## src/rtl/cpu_pkg.sv

```systemverilog
// cpu_pkg: shared opcode constants, instruction field positions and fetch state enum
package cpu_pkg;
  localparam int OPC_W = 4;
  localparam logic [OPC_W-1:0] OPC_STORE = 4'b0010;
  localparam logic [OPC_W-1:0] OPC_LOADI = 4'b1011;
  localparam logic [OPC_W-1:0] OPC_HALT  = 4'b1111;
  localparam int OPC_MSB = 15;
  localparam int OPC_LSB = 12;
  localparam int REG_MSB = 11;
  localparam int REG_LSB = 8;
  localparam int IMM_MSB = 7;
  localparam int IMM_LSB = 0;
  typedef enum logic [1:0] {FETCH, WAIT, ISSUE, HALT} fetch_state_e;
endpackage

```

## src/rtl/pc_reg.sv

```systemverilog
// pc_reg: W-bit address register with load/increment(modulo 2^W)/hold; ports clk rst ld inc d q
module pc_reg #(
  parameter int W = 8
) (
  input  logic         clk,
  input  logic         rst,
  input  logic         ld,
  input  logic         inc,
  input  logic [W-1:0] d,
  output logic [W-1:0] q
);
  logic [W-1:0] q_d, q_q;
  always_comb q_d = ld ? d : inc ? q_q + W'(1) : q_q;
  always_ff @(posedge clk or posedge rst)
    if (rst) q_q <= '0;
    else q_q <= q_d;
  assign q = q_q;
endmodule

```

## src/rtl/fetch_unit.sv

```systemverilog
// fetch_unit: PC + sync imem read + IR with valid/stall handshake and branch redirect; ports clk rst imem_rd_en imem_addr imem_data stall branch_en branch_target instr_valid opcode reg_field imm pc halted; FETCH_HALT_EN makes opcode 4'hF halt fetch
module fetch_unit
  import cpu_pkg::*;
#(
  parameter int PC_W    = 8,
  parameter int INSTR_W = 16
) (
  input  logic               clk,
  input  logic               rst,
  output logic               imem_rd_en,
  output logic [PC_W-1:0]    imem_addr,
  input  logic [INSTR_W-1:0] imem_data,
  input  logic               stall,
  input  logic               branch_en,
  input  logic [PC_W-1:0]    branch_target,
  output logic               instr_valid,
  output logic [OPC_W-1:0]   opcode,
  output logic [3:0]         reg_field,
  output logic [7:0]         imm,
  output logic [PC_W-1:0]    pc,
  output logic               halted
);
  fetch_state_e state_q, state_d;
  logic [INSTR_W-1:0] ir_q, ir_d;
  logic [PC_W-1:0] pc_q, pc_d, pc_next;
  logic hs, halt_op;
`ifdef FETCH_HALT_EN
  assign halt_op = ir_q[OPC_MSB:OPC_LSB] == OPC_HALT;
  assign halted  = state_q == HALT;
`else
  assign halt_op = 1'b0;
  assign halted  = 1'b0;
`endif
  always_comb begin
    hs = state_q == ISSUE && !stall;
    state_d = state_q == FETCH ? WAIT :
              state_q == WAIT  ? ISSUE :
              state_q == ISSUE ? (stall ? ISSUE : halt_op ? HALT : FETCH) : HALT;
    ir_d = state_q == WAIT ? imem_data : ir_q;
    pc_d = state_q == WAIT ? pc_next : pc_q;
  end
  always_ff @(posedge clk or posedge rst)
    if (rst) begin
      state_q <= FETCH;
      ir_q    <= '0;
      pc_q    <= '0;
    end else begin
      state_q <= state_d;
      ir_q    <= ir_d;
      pc_q    <= pc_d;
    end
  pc_reg #(.W(PC_W)) u_pc (
    .clk (clk),
    .rst (rst),
    .ld  (hs && branch_en && !halt_op),
    .inc (hs && !branch_en && !halt_op),
    .d   (branch_target),
    .q   (pc_next)
  );
  assign imem_rd_en  = state_q == FETCH && !rst;
  assign imem_addr   = pc_next;
  assign instr_valid = state_q == ISSUE;
  assign opcode      = ir_q[OPC_MSB:OPC_LSB];
  assign reg_field   = ir_q[REG_MSB:REG_LSB];
  assign imm         = ir_q[IMM_MSB:IMM_LSB];
  assign pc          = pc_q;
endmodule
```

## config.mk

```make
export PLATFORM = sky130hd
export DESIGN_NAME = fetch_unit
export DESIGN_NICKNAME = d
export VERILOG_FILES = /design/src/rtl/cpu_pkg.sv /design/src/rtl/pc_reg.sv /design/src/rtl/fetch_unit.sv
export SDC_FILE = /design/constraint.sdc
export NUM_CORES = 1
export LEC_CHECK = 0
export CAP_MARGIN = 40
export CORE_ASPECT_RATIO = 1.2
export CORE_UTILIZATION = 46
export DETAILED_ROUTE_END_ITERATION = 7
export PLACE_DENSITY = 0.84
export SLEW_MARGIN = 20
export SYNTH_ARGS = -nofsm -noshare
export SYNTH_HDL_FRONTEND = slang
export SYNTH_HIERARCHICAL = 1
export SYNTH_SLANG_ARGS = --single-unit
```

## constraint.sdc

```tcl
create_clock -name clk -period 2.8 [get_ports clk]
set_input_delay 0.42 -clock clk [delete_from_list [all_inputs] [get_ports clk]]
set_output_delay 0.42 -clock clk [all_outputs]
set_load 0.02 [all_outputs]
```

After elaboration in Yosys (flattened, before gate mapping)
Index checks and enable logic that the tools add are counted.
{"block": "classes", "muxes": 6, "n_addsub": 1, "eq_ne": 2, "n_reduce_logical": 9}
{"op": "8-bit two-way mux", "count": 2}
{"op": "8-bit by 1-bit adder with 8-bit output, second input constant", "count": 1}
{"op": "2-bit two-way mux", "count": 4}
{"op": "1-bit logical AND", "count": 4}
{"op": "1-bit zero test", "count": 3}
{"op": "2-bit by 1-bit equality test with 1-bit output, second input constant", "count": 1}
{"op": "2-bit equality test, second input constant", "count": 1}
{"op": "2-bit zero test", "count": 1}
{"op": "2-bit nonzero test", "count": 1}
{"block": "word_totals", "input_bits": 28, "elab_cells": 22, "out_inout_bits": 35, "register_bits": 34}

Longest topological paths before layout
{"block": "depth", "ltp_word": 5, "mapped_depth": 7, "mapped_depth_nobuf": 6}

Modules after synthesis
The synthesis kept the hierarchy.
{"mod": "fetch_unit", "cells_each": 68, "seq_area_each_um2": 650.6, "instances": 1, "area_per_inst_um2": 1144.8}
{"mod": "pc_reg", "cells_each": 50, "seq_area_each_um2": 200.2, "instances": 1, "area_per_inst_um2": 452.9}

Least setup slack after synthesis
OpenSTA, ideal clock, no wires.
{"block": "synth_path", "path_type": "reg-to-reg", "start": "register state_q[0]", "end": "register u_pc.q_q[5], in the netlist u_pc/q[5]", "n_path_buf": 1, "t_required_ps": 2731, "arrival_time_ps": 1745, "stages_incl_launch_ff": 8, "setup_ps": 69, "setup_slack_ps": 986, "synth_period_minus_slack_ps": 1814, "path_cell_list": "dfrtp_1 inv_1 ha_1 nor3b_1 buf_4 nand3_1 or4_1 nand3_1"}
{"block": "synth_between", "elab_chain_cells": 4, "word_cells_on_any_way": 6, "classes_between": "eq/ne (1); mux (1); reduce/logical (4)"}
{"item": "start: declaration", "line_no": "fetch_unit.sv:23", "rtl": "fetch_state_e state_q, state_d;"}
{"item": "start signal: assignment", "line_no": "fetch_unit.sv:48", "rtl": "state_q <= state_d;"}
{"item": "2-bit equality test (*)"}
{"item": "named net instr_valid", "line_no": "fetch_unit.sv:16", "rtl": "output logic instr_valid,"}
{"item": "1-bit logical AND (*)", "line_no": "fetch_unit.sv:35", "rtl": "hs = state_q == ISSUE && !stall;"}
{"item": "1-bit logical AND, on equally long branches", "line_no": "fetch_unit.sv:55, fetch_unit.sv:56"}
{"item": "8-bit two-way mux / 2-bit nonzero test (equally long branches)"}
{"item": "end signal: assignment", "line_no": "pc_reg.sv:16", "rtl": "else q_q <= q_d;"}
{"item": "end: declaration", "line_no": "pc_reg.sv:12", "rtl": "logic [W-1:0] q_d, q_q;"}
Mark *: on every way through the listed nets, which the timed path passes. The rest lies on a longest branch.
A chain may end at the register's enable or synchronous reset.

Worst setup path after layout
{"block": "layout_path", "start": "register state_q[1]", "end": "output imem_rd_en"}
{"block": "layout_between", "elab_chain_cells": 2}
{"item": "2-bit zero test", "line_no": "fetch_unit.sv:60", "rtl": "assign imem_rd_en = state_q == FETCH && !rst;"}
{"item": "1-bit logical AND", "line_no": "fetch_unit.sv:60"}
{"item": "end: declaration", "line_no": "fetch_unit.sv:10", "rtl": "output logic imem_rd_en,"}
No other way between the ends.

==> out/metrics.yaml <==
outcome: "completed"
antenna_cells: 0
grt_pass1_vias: 1116
critPathKind: "reg2out"
ys_types: 24
pwr-share-comb_pct: 52.5
switching_share_pct: 36.8
slowest_stage: "clkdlybuf4s50_1"
design_power_total_mw: 2.68
crit_fanout: 4
ctsHoldBuffers: 0
layout-drive-gt1-share_pct: 19.2
cts_tree: "yes"
synth_edf_count: 0
worstSetupStartpointType: "flop"
fmaxAchievable_mhz: 482
period_share_pct: 74.2
worstSkewPairLatency_ps: 280
pwr-share-seq_pct: 35.2
synth-seq-area-share_pct: 53.2
slew_headroom_pct: 63.8
drt-vias-per-instance: 5.23
ys_seq_elements: 34
yosys_warnings: 6
worst-r2r-cell-count: 7
yosys.cell_count.top_type: "dfrtp_1"
ios: 63
reg2reg_setup_slack_ps: 990
cp-end-kind: "primary output"
fin_worst_skew_ps: 4.59
r2r_start: "state_q[0]$_DFF_PP0_"
synth.top_cell.area_share_pct: 53.2
multi_input_area_um2: 646
wl_per_cell_um: 15.6
dpl.hpwl_um: 2540
ant_nets: 0
power.density_nw_per_um2: 1170
drt_drc_violations_left: 0
nNetsFinal: 214
drt-initial-drc-count: 46
netlist_area_um2: 1600
cp.arrival_ps: 1660
crit_chain: "inv_1 > ha_1 > nor2b_1 > clkdlybuf4s50_1"
async_flop_share_pct: 100
finalHoldWorstSlack_ps: 457
r2r_end: "u_pc/q[6]$_DFFE_PP0P_"
max_slew.worst_pin.slew_ps: 544
dpl_cell_area_um2: 2210
grt.overflow.total: 0
cp.required_ps: 2380
rsz0062_at_grt: "no"
die_x_um: 55.8
ys_top_cells_by_area: "dfrtp_1 (53%), mux2_4 (19%), ha_1 (3.1%), mux2_2 (2.8%), buf_12 (2.5%)"
gp_congestion: 0.811
cellInternalPower_mw: 1.69
cp-endpoint: "imem_rd_en"
grt_max_degree: 25
critical_path.max_stage_delay_ps: 610
register_area_um2: 851
maxSlewViolCount: 0
clkPwrFrac_pct: 12.3
crit_path_start: "state_q[1]$_DFF_PP0_"
areaGrowthSynthToFinish_pct: 43.0
largest_reg_flops: 16
start_util_pct: 47.9
syn_inst: 118
grt_pass1_wl_um: 5380
dp_worst_setup_slack_ps: 761
switching_power_mw: 0.986
setup_viol: 0
cts_setup_buffers: 0
vias: 1146
syn-num-nets: 150
htree_levels: 2
drv_cap: 0
synth.avg_cell_area_um2: 13.5
routed_wl_um: 3410
placeableCoreArea_um2: 3340
dieHeight_um: 66.6
clk_path_buf_depth: 2
cts_resized: 0
cts-root-buf: "clkbuf_8"
rows: 23
numCtsBuffers: 5
leakagePower_nw: 1.01
antenna_found_initial: 0
numClockSinks: 34
final_area_um2: 2280
gr-usage-all-layers_pct: 19.8
period_minus_slack_ps: 2080
tns_ps: 0
port_buffers: 61
die_area_um2: 3710
firstDrtPassIters: 4
synthTopCellsByCount: "dfrtp_1 (34), mux2_4 (20), nand2_1 (9)"
setup_ws_ps: 723
holdCritPathClass: "in2async"
synth_area_leader_cell: "dfrtp_1"
fill_cells: 255
vdd_drop_max_v: 0.000762
path_clk_slew_ps: 60
hold_viol_final: 0
synth_ff_type: "dfrtp_1"
==> cells in the final DEF (no fill, tap or decap) <==
cell type / instances
xnor2_1: 1
nand4_2: 1
nand3_1: 5
nor2b_1: 4
nand4_1: 3
clkbuf_8: 5
mux2i_1: 1
nand2_1: 9
mux2_4: 20
nor3b_1: 1
buf_8: 1
clkdlybuf4s50_1: 61
ha_1: 4
and3_1: 1
clkinv_2: 2
o21ai_0: 8
mux2_2: 4
a31oi_1: 1
nor2_1: 1
xor2_1: 3
conb_1: 1
inv_1: 6
buf_4: 2
or4_1: 3
dfrtp_1: 34
==> worst max-delay path, delay by kind of cell (launching register included) <==
kind          cells  cell delay (ps)
buf+inv           2              700
simple gates      1              120
flops             1              410
fa+ha+maj         1              140
==> layer usage <==
layer | wire [um] | global-route usage, %
met5 | 0 | 0
met4 | 79 | 8.75
met1 | 1350 | 21.3
met2 | 1790 | 34.9
met3 | 191 | 6.99
==> power groups by stage <==
stage	Sequential, mW	Combinational (mW)	Clock [mW]
final	0.943	1.41	0.329
after global placement	0.931	1.37	0
after CTS	0.947	1.42	0.340
after global routing	0.982	1.48	0.355
after floorplan	1.19	0.581	0
after detailed placement	0.952	1.41	0
==> how the worst min path moves through the flow <==
| stage | startpoint | to | slack (ps) | cells after the start |
|---|---|---|---|---|
| after floorplan | rst | u_pc/q[0]$_DFFE_PP0P_ | 240 | 1 |
| after global placement | ir_q[3]$_DFFE_PP0N_ | ir_q[3]$_DFFE_PP0N_ | 490 | 1 |
| after detailed placement | ir_q[15]$_DFFE_PP0N_ | ir_q[15]$_DFFE_PP0N_ | 490 | 1 |
| after CTS | rst | u_pc/q[7]$_DFFE_PP0P_ | 470 | 2 |
| after global routing | rst | u_pc/q[7]$_DFFE_PP0P_ | 480 | 2 |
| final | rst | u_pc/q[7]$_DFFE_PP0P_ | 460 | 2 |
==> area by class of cell <==
| cell class | instances | share of cell area, % |
|---|---|---|
| Sequential cell | 34 | 37.2 |
| Multi-Input combinational cell | 71 | 28.3 |
| Timing Repair Buffer | 64 | 28.0 |
| Clock buffer | 5 | 3.01 |
| Tap cell | 37 | 2.03 |
| Inverter | 6 | 0.986 |
| Clock inverter | 2 | 0.438 |
==> metrics by stage <==
step                cells  utilization [%]
CTS                   219             68.4
global placement      211             65.6
finish                219             68.4
global route          219             68.4
floorplan             118                -
detailed placement    212             66.1
==> cell families (layout without fill, tap and decap cells) <==
group	count (synthesis)	in the layout	synth area share [%]
multiplexers	25	25	22.2
AND/OR/NAND/NOR	28	28	9.71
AO/OA/AOI/OAI	9	9	2.90
XOR/XNOR	4	4	2.19
other	1	1	0.235
flip-flops	34	34	53.3
adder cells (fa/ha/maj)	4	4	3.13
buffers and inverters	13	77	6.34
(Power assumes the default switching activity.)
